`config.mk`:
```
export PLATFORM = sky130hd
export DESIGN_NAME = ntt_dit_controller
export DESIGN_NICKNAME = d
export VERILOG_FILES = /design/src/rtl/ntt_dit_controller.sv
export SDC_FILE = /design/constraint.sdc
export NUM_CORES = 1
export LEC_CHECK = 0
export ABC_AREA = 0
export CAP_MARGIN = 10
export CORE_AREA = 3 3 90 92
export CTS_CLUSTER_DIAMETER = 80
export DETAILED_ROUTE_END_ITERATION = 10
export DIE_AREA = 0 0 93 95
export PLACE_DENSITY = 0.87
export SYNTH_ARGS = -nofsm -noshare
export SYNTH_HDL_FRONTEND = slang
export SYNTH_SLANG_ARGS = --single-unit
```
`constraint.sdc`:
```
create_clock -name clk -period 4.25 [get_ports clk]
set_input_delay 0.425 -clock clk [delete_from_list [all_inputs] [get_ports clk]]
set_output_delay 0.425 -clock clk [all_outputs]
set_load 0.02 [all_outputs]
```
`src/rtl/ntt_dit_controller.sv`:
```
// Address sequencer for an in-place radix-2 DIT NTT: one butterfly per cycle,
// a LAT-deep write-back address pipeline and a drain gap between stages.
module ntt_dit_controller #(
  parameter int LOGN = 8,
  parameter int LAT  = 2,
  localparam int SW  = $clog2(LOGN)
) (
  input  logic            clk,
  input  logic            rst,
  input  logic            start,
  input  logic            abort,
  output logic            busy,
  output logic            done,
  output logic [SW-1:0]   stage,
  output logic            rd_en,
  output logic [LOGN-1:0] rd_addr0,
  output logic [LOGN-1:0] rd_addr1,
  output logic [LOGN-2:0] tw_addr,
  output logic            wr_en,
  output logic [LOGN-1:0] wr_addr0,
  output logic [LOGN-1:0] wr_addr1,
  output logic [1:0]      dbg_state
);

  // Handshake: start is a level sampled only in IDLE; abort is sampled on every
  // clock edge and overrides everything else. rd_en and wr_en are one-cycle
  // strobes with their addresses valid in the same cycle; there is no ready.

  typedef enum logic [1:0] {
    S_IDLE  = 2'd0,
    S_RUN   = 2'd1,
    S_DRAIN = 2'd2,
    S_DONE  = 2'd3
  } state_t;

  localparam int CW = (LOGN > 4) ? LOGN : 4;
  localparam logic [CW-1:0] C_LAST = CW'((2 ** (LOGN - 1)) - 1);
  localparam logic [CW-1:0] D_LAST = CW'(LAT - 1);
  localparam logic [SW-1:0] S_LAST = SW'(LOGN - 1);

  state_t          r_state;
  state_t          w_state_nxt;
  logic [CW-1:0]   r_cnt;
  logic [CW-1:0]   w_cnt_nxt;
  logic [SW-1:0]   r_stage;
  logic [SW-1:0]   w_stage_nxt;

  logic            r_rd_en;
  logic [LOGN-1:0] r_rd_addr0;
  logic [LOGN-1:0] r_rd_addr1;
  logic [LOGN-2:0] r_tw_addr;

  logic [LAT-1:0]  r_pv;
  logic [LOGN-1:0] r_pa0 [LAT];
  logic [LOGN-1:0] r_pa1 [LAT];

  logic [LOGN-1:0] w_c_ext;
  logic [LOGN-1:0] w_bit;
  logic [LOGN-1:0] w_j;
  logic [LOGN-1:0] w_i0;
  logic [LOGN-1:0] w_i1;
  logic [LOGN-2:0] w_tw;

  // State register
  always_ff @(posedge clk or posedge rst) begin
    if (rst) begin
      r_state <= S_IDLE;
      r_cnt   <= '0;
      r_stage <= '0;
    end else begin
      r_state <= w_state_nxt;
      r_cnt   <= w_cnt_nxt;
      r_stage <= w_stage_nxt;
    end
  end

  // Next-state logic
  always_comb begin
    w_state_nxt = r_state;
    w_cnt_nxt   = r_cnt;
    w_stage_nxt = r_stage;
    if (abort) begin
      w_state_nxt = S_IDLE;
      w_cnt_nxt   = '0;
      w_stage_nxt = '0;
    end else begin
      case (r_state)
        S_IDLE: begin
          if (start) begin
            w_state_nxt = S_RUN;
            w_cnt_nxt   = '0;
            w_stage_nxt = '0;
          end
        end
        S_RUN: begin
          if (r_cnt == C_LAST) begin
            w_state_nxt = S_DRAIN;
            w_cnt_nxt   = '0;
          end else begin
            w_cnt_nxt = r_cnt + CW'(1);
          end
        end
        S_DRAIN: begin
          if (r_cnt == D_LAST) begin
            w_cnt_nxt = '0;
            if (r_stage == S_LAST) begin
              w_state_nxt = S_DONE;
            end else begin
              w_state_nxt = S_RUN;
              w_stage_nxt = r_stage + SW'(1);
            end
          end else begin
            w_cnt_nxt = r_cnt + CW'(1);
          end
        end
        S_DONE: begin
          w_state_nxt = S_IDLE;
          w_stage_nxt = '0;
        end
        default: begin
          w_state_nxt = S_IDLE;
          w_cnt_nxt   = '0;
          w_stage_nxt = '0;
        end
      endcase
    end
  end

  // Output decode
  always_comb begin
    busy      = (r_state == S_RUN) || (r_state == S_DRAIN);
    done      = (r_state == S_DONE);
    stage     = busy ? r_stage : '0;
    dbg_state = r_state;
  end

  // Butterfly addresses for the upcoming cycle, so the registered outputs
  // line up with the RUN cycle that issues them.
  always_comb begin
    w_c_ext = {1'b0, w_cnt_nxt[LOGN-2:0]};
    w_bit   = LOGN'(1) << w_stage_nxt;
    w_j     = w_c_ext & (w_bit - LOGN'(1));
    w_i0    = (((w_c_ext >> w_stage_nxt) << w_stage_nxt) << 1) | w_j;
    w_i1    = w_i0 | w_bit;
    w_tw    = w_j[LOGN-2:0] << (S_LAST - w_stage_nxt);
  end

  always_ff @(posedge clk or posedge rst) begin
    if (rst) begin
      r_rd_en    <= 1'b0;
      r_rd_addr0 <= '0;
      r_rd_addr1 <= '0;
      r_tw_addr  <= '0;
    end else begin
      r_rd_en <= (w_state_nxt == S_RUN);
      if (w_state_nxt == S_RUN) begin
        r_rd_addr0 <= w_i0;
        r_rd_addr1 <= w_i1;
        r_tw_addr  <= w_tw;
      end
    end
  end

  // Write-back pipeline; abort drops every in-flight write.
  always_ff @(posedge clk or posedge rst) begin
    if (rst) begin
      r_pv <= '0;
      for (int k = 0; k < LAT; k++) begin
        r_pa0[k] <= '0;
        r_pa1[k] <= '0;
      end
    end else if (abort) begin
      r_pv <= '0;
    end else begin
      r_pv[0]  <= r_rd_en;
      r_pa0[0] <= r_rd_addr0;
      r_pa1[0] <= r_rd_addr1;
      for (int k = 1; k < LAT; k++) begin
        r_pv[k]  <= r_pv[k-1];
        r_pa0[k] <= r_pa0[k-1];
        r_pa1[k] <= r_pa1[k-1];
      end
    end
  end

  assign rd_en    = r_rd_en;
  assign rd_addr0 = r_rd_addr0;
  assign rd_addr1 = r_rd_addr1;
  assign tw_addr  = r_tw_addr;
  assign wr_en    = r_pv[LAT-1];
  assign wr_addr0 = r_pa0[LAT-1];
  assign wr_addr1 = r_pa1[LAT-1];

endmodule

```
==> impl_metrics.tcl, run 1 <==
set metrics [dict create \
    nFillCells 613 \
    die_w_microns 93 \
    totalWireLength_microns 10500 \
    place_congestion 1.00 \
    synth_commonest_cells "dfrtp_1, nor2_1, mux2_2, nand2_1, a21oi_1" \
    arrival_ns 4.12 \
    yosys-top-cells-area "dfrtp_1, mux2_2, a21oi_1" \
    clk_pin_slew_ns 0.08 \
    rows 31 \
    ctsRootBufferMaster "clkbuf_8" \
    drc_errors 0 \
    synthCells 418 \
    end_kind "flip-flop" \
    grt_pass1_wl_microns 17000 \
    grt_pass1_vias 3358 \
    clock-sinks 71 \
    post-route-min-period_ns 3.85 \
    final_max_slew_viol_count 0 \
    synthDominantAreaCellType "dfrtp_1" \
    syn_avg_cell_area_sq_um 9.72 \
    place.port_buffers 51 \
    hold-path-cell-count 1 \
    maxSlewHeadroom_pct 36.9 \
    antenna_cells 0 \
    synth_cell_types 70 \
    antenna_found_initial 0 \
    synth_edf_count 0 \
    setup_tns_ns 0 \
    yosysWarnings 0 \
    vias 3485 \
    cts.path.max_buffers 2 \
    ir_drop_mv 0.176 \
    worst-r2r-cell-count 13 \
    min_from "r_pv[0]$_DFF_PP0_" \
    nNetsFinal 461 \
    finalHoldViolCount 0 \
    ant_nets 0 \
    area_delta_synth_final_pct 16.0 \
    postSynthNetCount 430 \
    cts_buffers 9 \
    h-tree-depth 3 \
    r2r_end "tw_addr[6]$_DFFE_PP0P_" \
    status "finished clean" \
    worst_pin_slew_ns 0.944 \
    min_period_over_period_pct 90.6 \
    fin_worst_skew_ns 0.00897 \
    critical_path.max_fanout 14 \
    cts_tree "done" \
    r2r_slack_ns 0.40 \
    rsz0062_at_grt "false" \
    ys_ff_latch 71 \
    synth_most_common_cell "dfrtp_1" \
    critPathKind "flip-flop to flip-flop" \
    setup_viol 0 \
    async_flop_share_pct 100 \
    grt.overflow.total 0 \
    drt-vias-per-instance 6.30 \
    start_util_pct 55.7 \
    chipHeight_microns 95 \
    io_pins 52 \
    drive_gt1_share_pct 16.1 \
    required_ns 4.52 \
    cts_hold_buffers 0 \
    min_to "r_pv[1]$_DFF_PP0_" \
    ys_seq_area_share_pct 43.7 \
    fp.coreArea_sq_um 7290 \
    power_density_nw_per_um2 377 \
    synth_area_sq_um 4060 \
    max_freq_mhz 260 \
    p_total_uw 1770 \
    dr.pass1.iters 5 \
    cts_resized 0 \
    hp-class "flip-flop to flip-flop" \
    yosys_most_used_dff "dfrtp_1" \
    grt_usage_pct 24.6 \
    clkLatencyLatePin_ns 0.34 \
    cts_setup_buffers 0 \
    maxCapViolCount 0 \
    total_leakage_power_uw 0.00194 \
    synth_top_cell_area_share_pct 43.7 \
    die_area_sq_um 8840 \
    drtIter0Drc 407 \
    start_kind "flip-flop" \
    regToRegStartpoint "dbg_state[1]$_DFF_PP0_" \
    dp_hpwl_microns 7540 \
    grt_max_degree 46 \
    post_drt_wl_per_cell_microns 19.0 \
]
## how the worst max path moves through the flow
stage	slack, ns	cells after the start	startpoint	endpoint
floorplan	0.94	16	dbg_state[0]$_DFF_PP0_	tw_addr[5]$_DFFE_PP0P_
global placement	0.60	13	start	tw_addr[5]$_DFFE_PP0P_
detailed placement	0.49	13	start	tw_addr[3]$_DFFE_PP0P_
CTS	0.47	14	dbg_state[0]$_DFF_PP0_	tw_addr[5]$_DFFE_PP0P_
global route	0.05	14	dbg_state[1]$_DFF_PP0_	tw_addr[5]$_DFFE_PP0P_
finish	0.40	13	dbg_state[1]$_DFF_PP0_	tw_addr[6]$_DFFE_PP0P_
## metal layers
| metal | GRT usage (%) | vias up | wire (microns) |
|---|---|---|---|
| met5 | 0 | - | 0 |
| met2 | 38.7 | 187 | 4900 |
| met3 | 4.14 | 34 | 824 |
| met1 | 33.6 | 1669 | 4490 |
| li1 | - | 1595 | - |
| met4 | 10.9 | 0 | 287 |
## kinds of logic (layout without fill, tap and decap cells)
| kind of cell | after synthesis | after routing | synth area share [%] |
|---|---|---|---|
| DFF | 71 | 71 | 43.7 |
| and+or+nand+nor | 130 | 130 | 16.6 |
| muxes | 33 | 33 | 9.12 |
| buffers and inverters | 52 | 88 | 6.71 |
| xor gates and xnor gates | 1 | 1 | 0.216 |
| adders and majority gates | 8 | 8 | 2.46 |
| AOI/OAI and AO/OA | 123 | 123 | 21.1 |
## report_power, final
part	internal [uW]	switching, uW	leakage [uW]
combinational	212	232	0.000925
clock	230	265	0.0000926
sequential	774	63.2	0.000925
total	1210	560	0.00194
## worst max-delay path, cell delays in order (launching register included)
cell	delay, ns
dfrtp_1	0.42
inv_1	0.08
ha_1	0.31
a21oi_1	0.28
nand4_1	0.18
a32o_1	0.48
nor3_1	0.47
nor2_1	0.15
ha_1	0.33
nor3_1	0.45
a22o_1	0.26
o21ba_2	0.14
a21oi_1	0.06
a21oi_1	0.16
## state kept, by name, summed over array words and instances (netlist names)
name	count
wr_addr1	8
tw_addr	7
wr_addr0	8
r_pa0	8
rd_addr1	8
rd_en	1
rd_addr0	8
dbg_state	2
r_stage	3
r_pa1	8
r_pv	2
r_cnt	8
## cell type report
class,count,area [sq um],share of cell area [%]
Tap cell,99,124,2.63
Clock inverter,6,43.8,0.929
Clock buffer,10,138,2.92
Sequential cell,71,1780,37.7
Inverter,12,45.0,0.956
Timing Repair Buffer,60,573,12.2
Multi-Input combinational cell,295,2010,42.7
## cells in the final DEF, fill, tap and decap left out, drive strengths merged, types with 3 or more instances in the layout
master	n
nand3	10
clkinv	5
ha	8
nor2b	4
clkbuf	10
buf	10
o311a	3
nand2b	5
a22oi	3
nand4	4
or4	3
clkdlybuf4s50	50
mux2	32
o21ai	24
and2	8
nand2	32
o21a	7
o22ai	4
nor4	6
o31ai	6
inv	12
nor3	13
o211ai	8
nor2	33
dfrtp	71
a21oi	31
a211o	4
## metrics by stage
step                setup slack [ns]  utilization [%]  instances  area (sq um)  hold WS, ns
finish                         0.399             64.6        553          4710        0.476
floorplan                      0.936                -        418          4060        0.439
detailed placement             0.488             62.1        537          4530        0.463
global placement               0.596             62.1        537          4530        0.450
global route                  0.0483             64.6        553          4710        0.495
CTS                            0.473             64.6        553          4710        0.484
Power figures use the tool's default switching activity.
==> run 2: changes to the inputs <==
--- a/config.mk
+++ b/config.mk
@@ -6,7 +6,7 @@
 export NUM_CORES = 1
 export LEC_CHECK = 0
 export ABC_AREA = 0
-export CAP_MARGIN = 10
+export CAP_MARGIN = 20
 export CORE_AREA = 3 3 90 92
 export CTS_CLUSTER_DIAMETER = 80
 export DETAILED_ROUTE_END_ITERATION = 10
==> results of run 2 <==
The final DEF is identical to that of run 1; final timing and power are the same.
